`config.mk`:
```
export PLATFORM = sky130hd
export DESIGN_NAME = deal_scheduler
export DESIGN_NICKNAME = d
export VERILOG_FILES = /design/src/rtl/deal_scheduler.sv
export SDC_FILE = /design/constraint.sdc
export NUM_CORES = 1
export LEC_CHECK = 0
export CAP_MARGIN = 30
export CORE_MARGIN = 3
export CORE_UTILIZATION = 25
export DETAILED_ROUTE_END_ITERATION = 16
export MAX_ROUTING_LAYER = met4
export PLACE_DENSITY_LB_ADDON = 0.15
export SLEW_MARGIN = 5
export SYNTH_ARGS = -nofsm -noshare
export SYNTH_HDL_FRONTEND = slang
export SYNTH_SLANG_ARGS = --single-unit
export TNS_END_PERCENT = 10
```
`constraint.sdc`:
```
create_clock -name clk -period 2.1 [get_ports clk]
set_clock_uncertainty 0.05 [all_clocks]
set_input_delay 0.315 -clock clk [delete_from_list [all_inputs] [get_ports clk]]
set_output_delay 0.315 -clock clk [all_outputs]
set_load 0.005 [all_outputs]
```
`src/rtl/deal_scheduler.sv`:
```
// deal_scheduler: deals cards from a deck to round-robin arbitrated players.
// One card per ARB -> DRAW -> WAIT -> DELIVER pass. A round ends when the
// deck runs dry, the round's card budget is used up, every hand is full,
// or the deck stops answering.
module deal_scheduler #(
  parameter int NUM_PLAYERS = 4,
  parameter int HAND_MAX    = 5,
  parameter int DECK_SIZE   = 54,
  parameter int TIMEOUT     = 15
) (
  input  logic                   clk,
  input  logic                   reset,
  input  logic                   start,
  input  logic [NUM_PLAYERS-1:0] player_req,
  output logic                   deck_draw,
  input  logic [5:0]             deck_card,
  input  logic                   deck_valid,
  input  logic                   deck_empty,
  output logic [NUM_PLAYERS-1:0] grant,
  output logic [5:0]             card_out,
  output logic                   card_valid,
  output logic                   busy,
  output logic                   done,
  output logic                   err_timeout
);

  localparam int HW = $clog2(HAND_MAX + 1);
  localparam int PW = (NUM_PLAYERS > 1) ? $clog2(NUM_PLAYERS) : 1;
  localparam int TW = $clog2(TIMEOUT + 1);

  localparam logic [HW-1:0] HAND_LIMIT  = HW'(HAND_MAX);
  localparam logic [5:0]    DECK_LIMIT  = 6'(DECK_SIZE);
  localparam logic [PW-1:0] LAST_PLAYER = PW'(NUM_PLAYERS - 1);
  // The draw-pulse cycle counts as the first cycle of the response window,
  // so WAIT itself lasts TIMEOUT-1 cycles before giving up.
  localparam logic [TW-1:0] WAIT_LAST   = TW'(TIMEOUT - 2);

  typedef enum logic [2:0] {
    IDLE,
    ARB,
    DRAW,
    WAIT,
    DELIVER,
    DONE
  } state_t;

  state_t          state;
  logic [HW-1:0]   hand_cnt [NUM_PLAYERS];
  logic [5:0]      dealt_cnt;
  logic [PW-1:0]   ptr;
  logic [PW-1:0]   winner;
  logic [TW-1:0]   wait_cnt;

  logic [NUM_PLAYERS-1:0] eligible;
  logic                   found;
  logic [PW-1:0]          pick;
  logic [PW-1:0]          ptr_next;
  logic                   all_full_after;
  logic                   round_over;
  int                     rr_idx;

  // A player may receive a card only while requesting and below the hand limit.
  always_comb begin
    eligible = '0;
    for (int p = 0; p < NUM_PLAYERS; p++) begin
      eligible[p] = player_req[p] && (hand_cnt[p] < HAND_LIMIT);
    end
  end

  // Round-robin search starting at the pointer, wrapping to the lowest index.
  always_comb begin
    found  = 1'b0;
    pick   = '0;
    rr_idx = 0;
    for (int i = 0; i < NUM_PLAYERS; i++) begin
      rr_idx = int'(ptr) + i;
      if (rr_idx >= NUM_PLAYERS) begin
        rr_idx = rr_idx - NUM_PLAYERS;
      end
      if (!found && eligible[rr_idx]) begin
        found = 1'b1;
        pick  = PW'(rr_idx);
      end
    end
  end

  // Pointer moves just past the player being served, modulo the player count.
  always_comb begin
    ptr_next = (winner == LAST_PLAYER) ? '0 : winner + PW'(1);
  end

  // Decide in DELIVER whether the round ends, counting the card being delivered.
  always_comb begin
    all_full_after = 1'b1;
    for (int p = 0; p < NUM_PLAYERS; p++) begin
      if (p == int'(winner)) begin
        if (hand_cnt[p] + HW'(1) != HAND_LIMIT) begin
          all_full_after = 1'b0;
        end
      end else if (hand_cnt[p] != HAND_LIMIT) begin
        all_full_after = 1'b0;
      end
    end
    round_over = (dealt_cnt + 6'd1 >= DECK_LIMIT) || deck_empty || all_full_after;
  end

  // Main controller: state, counters and every output are registered here.
  always_ff @(posedge clk or negedge reset) begin
    if (!reset) begin
      state       <= IDLE;
      ptr         <= '0;
      winner      <= '0;
      dealt_cnt   <= '0;
      wait_cnt    <= '0;
      for (int p = 0; p < NUM_PLAYERS; p++) begin
        hand_cnt[p] <= '0;
      end
      deck_draw   <= 1'b0;
      grant       <= '0;
      card_out    <= '0;
      card_valid  <= 1'b0;
      busy        <= 1'b0;
      done        <= 1'b0;
      err_timeout <= 1'b0;
    end else begin
      deck_draw  <= 1'b0;
      card_valid <= 1'b0;
      grant      <= '0;
      card_out   <= '0;

      case (state)
        IDLE, DONE: begin
          if (start) begin
            state       <= ARB;
            busy        <= 1'b1;
            done        <= 1'b0;
            err_timeout <= 1'b0;
            dealt_cnt   <= '0;
            for (int p = 0; p < NUM_PLAYERS; p++) begin
              hand_cnt[p] <= '0;
            end
          end
        end

        ARB: begin
          if (deck_empty) begin
            state <= DONE;
            busy  <= 1'b0;
            done  <= 1'b1;
          end else if (found) begin
            winner    <= pick;
            state     <= DRAW;
            deck_draw <= 1'b1;
          end
        end

        DRAW: begin
          state    <= WAIT;
          wait_cnt <= '0;
        end

        WAIT: begin
          if (deck_valid) begin
            state      <= DELIVER;
            card_valid <= 1'b1;
            grant      <= NUM_PLAYERS'(1) << winner;
            card_out   <= deck_card;
          end else if (wait_cnt >= WAIT_LAST) begin
            state       <= DONE;
            busy        <= 1'b0;
            done        <= 1'b1;
            err_timeout <= 1'b1;
          end else begin
            wait_cnt <= wait_cnt + TW'(1);
          end
        end

        DELIVER: begin
          for (int p = 0; p < NUM_PLAYERS; p++) begin
            if (p == int'(winner) && hand_cnt[p] < HAND_LIMIT) begin
              hand_cnt[p] <= hand_cnt[p] + HW'(1);
            end
          end
          if (dealt_cnt < DECK_LIMIT) begin
            dealt_cnt <= dealt_cnt + 6'd1;
          end
          ptr <= ptr_next;
          if (round_over) begin
            state <= DONE;
            busy  <= 1'b0;
            done  <= 1'b1;
          end else begin
            state <= ARB;
          end
        end

        default: begin
          state <= IDLE;
          busy  <= 1'b0;
          done  <= 1'b0;
        end
      endcase
    end
  end

endmodule

```
==> Word-level counts from Yosys, hierarchy flattened <==
Cells that the tools add are included.
{ "word_totals": {"ff_bits": 44, "output_inout_bits": 15, "elab_cells": 188} }
{ "classes": {"n_addsub": 14, "magnitude_cmp": 15, "eq_ne": 30, "n_shift": 1, "mux": 78, "n_bitwise": 2, "reduce_logical": 32} }
{ "ops": {"columns": ["operator", "n"], "rows": [
  ["$lt A32 B4 Y1 const B", 4],
  ["$mux W32", 4],
  ["$mux W1", 39],
  ["$mux W3", 10],
  ["$ne A3 B3 Y1 const B", 10],
  ["$mux W6", 4],
  ["$pmux W12 S2", 1],
  ["$reduce_and A3 Y1", 8],
  ["$ne A2 B2 Y1 const B", 11],
  ["$mux W4", 4],
  ["$pmux W3 S5", 1],
  ["$add A3 B1 Y3 const B", 4],
  ["$lt A3 B3 Y1 const B", 4],
  ["$mux W12", 1],
  ["$pmux W6 S2", 1],
  ["$sub A3 B3 Y4 const B", 3],
  ["$logic_and A1 B1 Y1", 11],
  ["$mux W2", 5],
  ["$pmux W1 S5", 2],
  ["$ge A3 B3 Y1 const B", 3],
  ["$bmux W1 S2", 4],
  ["$pmux W4 S2", 1],
  ["$add A2 B2 Y3 const B", 2],
  ["$add A6 B1 Y6 const B", 1],
  ["other kinds (25)", 34]
]} }

==> Depth between registers and ports, before layout <==
{ "depth": {"ltp_word": 18, "depth_mapped": 7, "mapped_depth_nobuf": 7} }

==> Worst setup path after synthesis <==
No wires, ideal clock.
{ "synth_path": {"path_kind": "register to register", "from": "register dealt_cnt[0]", "to": "register busy", "t_arrival_ps": 1559, "required_ps": 1924, "path_slack_ps": 365, "stages_incl_launch_ff": 7, "n_path_buf": 0, "synth_period_minus_slack_ps": 1735, "path_cell_list": "dfrtp_1 -> ha_1 -> nor2_1 -> a221o_1 -> a31oi_1 -> a21oi_1 -> a311o_1"} }
{ "synth_via": {"elab_chain_cells": 6} }
{ "synth_rtl": {"columns": ["element", "line_no", "source"], "rows": [
  ["from (decl)", "49", "logic [5:0] dealt_cnt;"],
  ["from (signal assigned)", "185", "dealt_cnt <= dealt_cnt + 6'd1;"],
  ["$add A6 B1 Y6", "104", "round_over = (dealt_cnt + 6'd1 >= DECK_LIMIT) || deck_empty || all_full_after;"],
  ["$ge A6 B6 Y1", "104", null],
  ["$logic_or A1 B1 Y1 (2 in a row)", "104", null],
  ["$ne A2 B2 Y1 (no source line)", null, null],
  ["$reduce_and A6 Y1 (no source line)", null, null],
  ["to (signal assigned)", "122", "busy <= 1'b0;"],
  ["to (signal assigned)", "135", "busy <= 1'b1;"],
  ["to (signal assigned)", "148", "busy <= 1'b0;"],
  ["to (decl)", "22", "output logic busy,"]
]} }
Every way passes these cells.
A chain may end at the register's enable or synchronous reset.

==> Final worst setup path <==
{ "layout_path": {"from": "register winner[0]", "to": "register busy"} }
{ "layout_via": {"elab_chain_cells": 11} }
{ "layout_rtl": {"columns": ["element", "line_no", "source"], "rows": [
  ["from (decl)", "51", "logic [PW-1:0] winner;"],
  ["from (signal assigned)", "151", "winner <= pick;"],
  ["$logic_not A2 Y1", "96", "if (p == int'(winner)) begin"],
  ["$mux W1", "96", null],
  ["$mux W1, on equally long branches", "100, 97", null],
  ["$mux W1", "96", null],
  ["$mux W1, on equally long branches", "100, 97", null],
  ["$mux W1", "96", null],
  ["$mux W1, on equally long branches", "100, 97", null],
  ["$mux W1 *", "96", null],
  ["$logic_or A1 B1 Y1 *", "104", null],
  ["$ne A2 B2 Y1 (no source line) *", null, null],
  ["$reduce_and A6 Y1 (no source line) *", null, null]
]} }
Every way passes the cells marked *; elsewhere a longest branch is shown, timed or not.

==> reports/results.tsv <==
stage	metric	value	unit
outcome	outcome	complete, no violations	
worst_setup_path	crit_path_end_kind	flop	
route	routed_wl	6610	microns
logic_synthesis	synth_top_family_by_area	simple AND/OR/NAND/NOR gates	
global_route	antenna_found_initial	0	
die	die_h	110	microns
logic_synthesis	syn_area_per_cell	9.36	sq um
cts	cts.clk_slew.worst_paths	100	ps
logic_synthesis	synthDistinctLibCells	49	
global_route	grt_pass1_wl	10600	microns
timing	min_period	1930	ps
timing	relSlewSlack	0.614	
route	vias_per_cell	4.72	
die	die_area	12100	sq um
worst_setup_path	reg2reg_depth	7	
finish	layout-drive-gt1-share	0.136	
timing	slew_viol_final	0	
worst_hold_path	min_path_type	in2async	
cts	htree_levels	2	
logic_synthesis	ys_seq_area_frac	0.406	
worst_setup_path	cp-start-kind	flop	
worst_setup_path	rrSetupSlack	170	ps
route	drtPass1Iterations	4	
route	vias	2238	
finish	final_area	3410	sq um
timing	rsz0062_at_grt	no	
timing	min_period_over_period	0.917	
logic_synthesis	synthCells	290	
power_and_ir_drop	total_power	3.47	mW
die	core_area	10500	sq um
worst_setup_path	reg2reg_from	winner[0]$_DFFE_PN0P_	
finish	fin_util	0.326	
flow_run	drv_cap	0	
finish	fin_cells	474	
finish	diodes	0	
placement	port_buffers	29	
route	drtIter0Drc	155	
placement	hpwl	4980	microns
cts	clockBufferDepth	2	
route	wire_per_inst	13.9	microns
finish	layout_commonest_cell	dfrtp_1	
cts	cts_tree	done	
cts	root_buffer	clkbuf_8	
finish	final_cell_mix	42 x dfrtp_1, 28 x clkdlybuf4s50_1, 26 x nand2_1	
logic_synthesis	synth_top_cell_area_share	0.406	
logic_synthesis	synthSimpleGateAreaFrac	0.205	
worst_setup_path	r2r_end	busy$_DFFE_PN0P_	
logic_synthesis	muxShareOfSynthArea	0.0332	
cts	clock_sinks	44	
logic_synthesis	synth_area_leaders	dfrtp_1 41%, ha_1 9.7%, nand2_1 3.6%	
worst_setup_path	critPathRequiredTime	2250	ps
global_route	grt_max_degree	24	
power_and_ir_drop	ir_drop	0.000484	V
global_route	grt_use_total	0.116	
timing	finalHoldViolations	0	
placement	place_congestion	0.782	
worst_setup_path	worstSetupPathType	reg2reg	
die	num_rows	37	
timing	finalSetupTns	0	ps
route	drtAntennaViolNets	0	
finish	area_growth	25.5	%
die	io_pins	30	
logic_synthesis	synth_fa_ha_area_frac	0.101	
cts	clkLatencyLatePin	310	ps
logic_synthesis	synth_area	2710	sq um
timing	setup_viol	0	
placement	placed_cells	465	
finish	finish.net_count	373	
die	die_w	110	microns
logic_synthesis	synth_compound_area_frac	0.185	
worst_setup_path	arrival	2070	ps
power_and_ir_drop	power.leakage	1.47	nW
placement	placed_cell_area	3270	sq um
global_route	gr-total-overflow	0	
die	start_util	0.259	
route	route.detailed.drc	0	
logic_synthesis	synth_xor_area_frac	0.00968	
timing	tightest_slew	579	ps
global_route	grt_pass1_vias	2097	
cts	cts_made_buffers	5	
timing	clock.fmax	519	MHz
logic_synthesis	ys_ff_latch	44	
worst_setup_path	crit_fanout	4	
logic_synthesis	synth_nets	326	
logic_synthesis	ys.warnings.count	0	
logic_synthesis	yosys.area.top_type	dfrtp_1	
power_and_ir_drop	power_density	1020	nW/um^2
## state kept, by name (all words and copies together) (netlist names)
| signal | flops |
|---|---|
| card_valid | 1 |
| hand_cnt | 12 |
| busy | 1 |
| grant | 4 |
| err_timeout | 1 |
| ptr | 2 |
| card_out | 6 |
| dealt_cnt | 6 |
| winner | 2 |
| wait_cnt | 4 |
| deck_draw | 1 |
| done | 1 |
| state | 3 |
## cell type report
cell class                 instances  area [sq um]
fill                            1123          7060
multi-input combinational        212          1450
sequential                        44          1100
timing repair buffer              52           473
tap                              136           170
inverter                          22          85.1
clock buffer                       6          82.6
clock inverter                     2          38.8
## timing repair
item                                   4_1_cts  5_1_grt
resized for setup                            0        3
hold buffers                                 1        0
setup endpoints to repair                    0        3
setup buffers                                0        0
endpoints found under the hold margin       21        0
## power by group
group	internal [mW]	total, mW	leakage (nW)	switching [mW]
logic	0.688	1.55	0.836	0.862
registers	1.03	1.20	0.572	0.178
clock network	0.390	0.717	0.0614	0.328
total	2.10	3.47	1.47	1.37
## worst max-delay path: stages, from the launching register on
cell	delay (ps)
dfrtp_1	430
inv_1	120
ha_1	260
nand2_1	70
o22ai_1	210
a41o_1	240
a21oi_2	70
a311o_1	370
## per-stage QoR
stage / hold slack, ps / setup WS, ps
after floorplan: -30.6 / 365
after global placement: 291 / 85.3
after detailed placement: 301 / 54.1
after CTS: 497 / 93.3
after global routing: 505 / 24.8
final: 479 / 175
## synthesized netlist by cell type (all sizes together)
cell type / count
dfrtp: 44
nand2: 27
inv: 22
o21ai: 22
ha: 21
a21oi: 19
nor2: 18
and2: 12
nand3: 12
buf: 11
mux2i: 9
nor3: 8
o22ai: 7
nand2b: 6
nand4b: 5
a22o: 4
a31oi: 4
a22oi: 3
nand3b: 3
nand4: 3
o211ai: 3
o2bb2ai: 3
a311o: 2
a32oi: 2
and3: 2
nor3b: 2
xnor2: 2
a211oi: 1
a21boi: 1
a221o: 1
a221oi: 1
a2bb2oi: 1
a311oi: 1
a41o: 1
and4: 1
clkbuf: 1
maj3: 1
o31ai: 1
o32ai: 1
or3b: 1
xor2: 1
## worst max-delay path by stage
stage / end / start / cells past startpoint
2_1_floorplan: busy$_DFFE_PN0P_ / dealt_cnt[0]$_DFFE_PN0P_ / 6
3_3_place_gp: hand_cnt[5]$_DFFE_PN0P_ / start / 6
3_5_place_dp: hand_cnt[5]$_DFFE_PN0P_ / start / 6
4_1_cts: busy$_DFFE_PN0P_ / dealt_cnt[0]$_DFFE_PN0P_ / 6
5_1_grt: busy$_DFFE_PN0P_ / dealt_cnt[1]$_DFFE_PN0P_ / 7
6_report: busy$_DFFE_PN0P_ / winner[0]$_DFFE_PN0P_ / 7
## metal layers
layer | global-route usage | vias to the layer above | routed length [microns]
met1 | 0.164 | 1068 | 3450
met4 | 0.0352 | 0 | 80
met3 | 0.0233 | 7 | 228
met2 | 0.168 | 40 | 2850
met5 | - | - | 0
li1 | - | 1123 | -
## kinds of logic after synthesis
kind of cell | after synthesis
mux | 9
xor+xnor | 3
flops | 44
fa+ha+maj | 22
compound gates | 78
simple gates | 100
buf+inv | 34
Note: power is estimated with default switching activity, not from simulation.
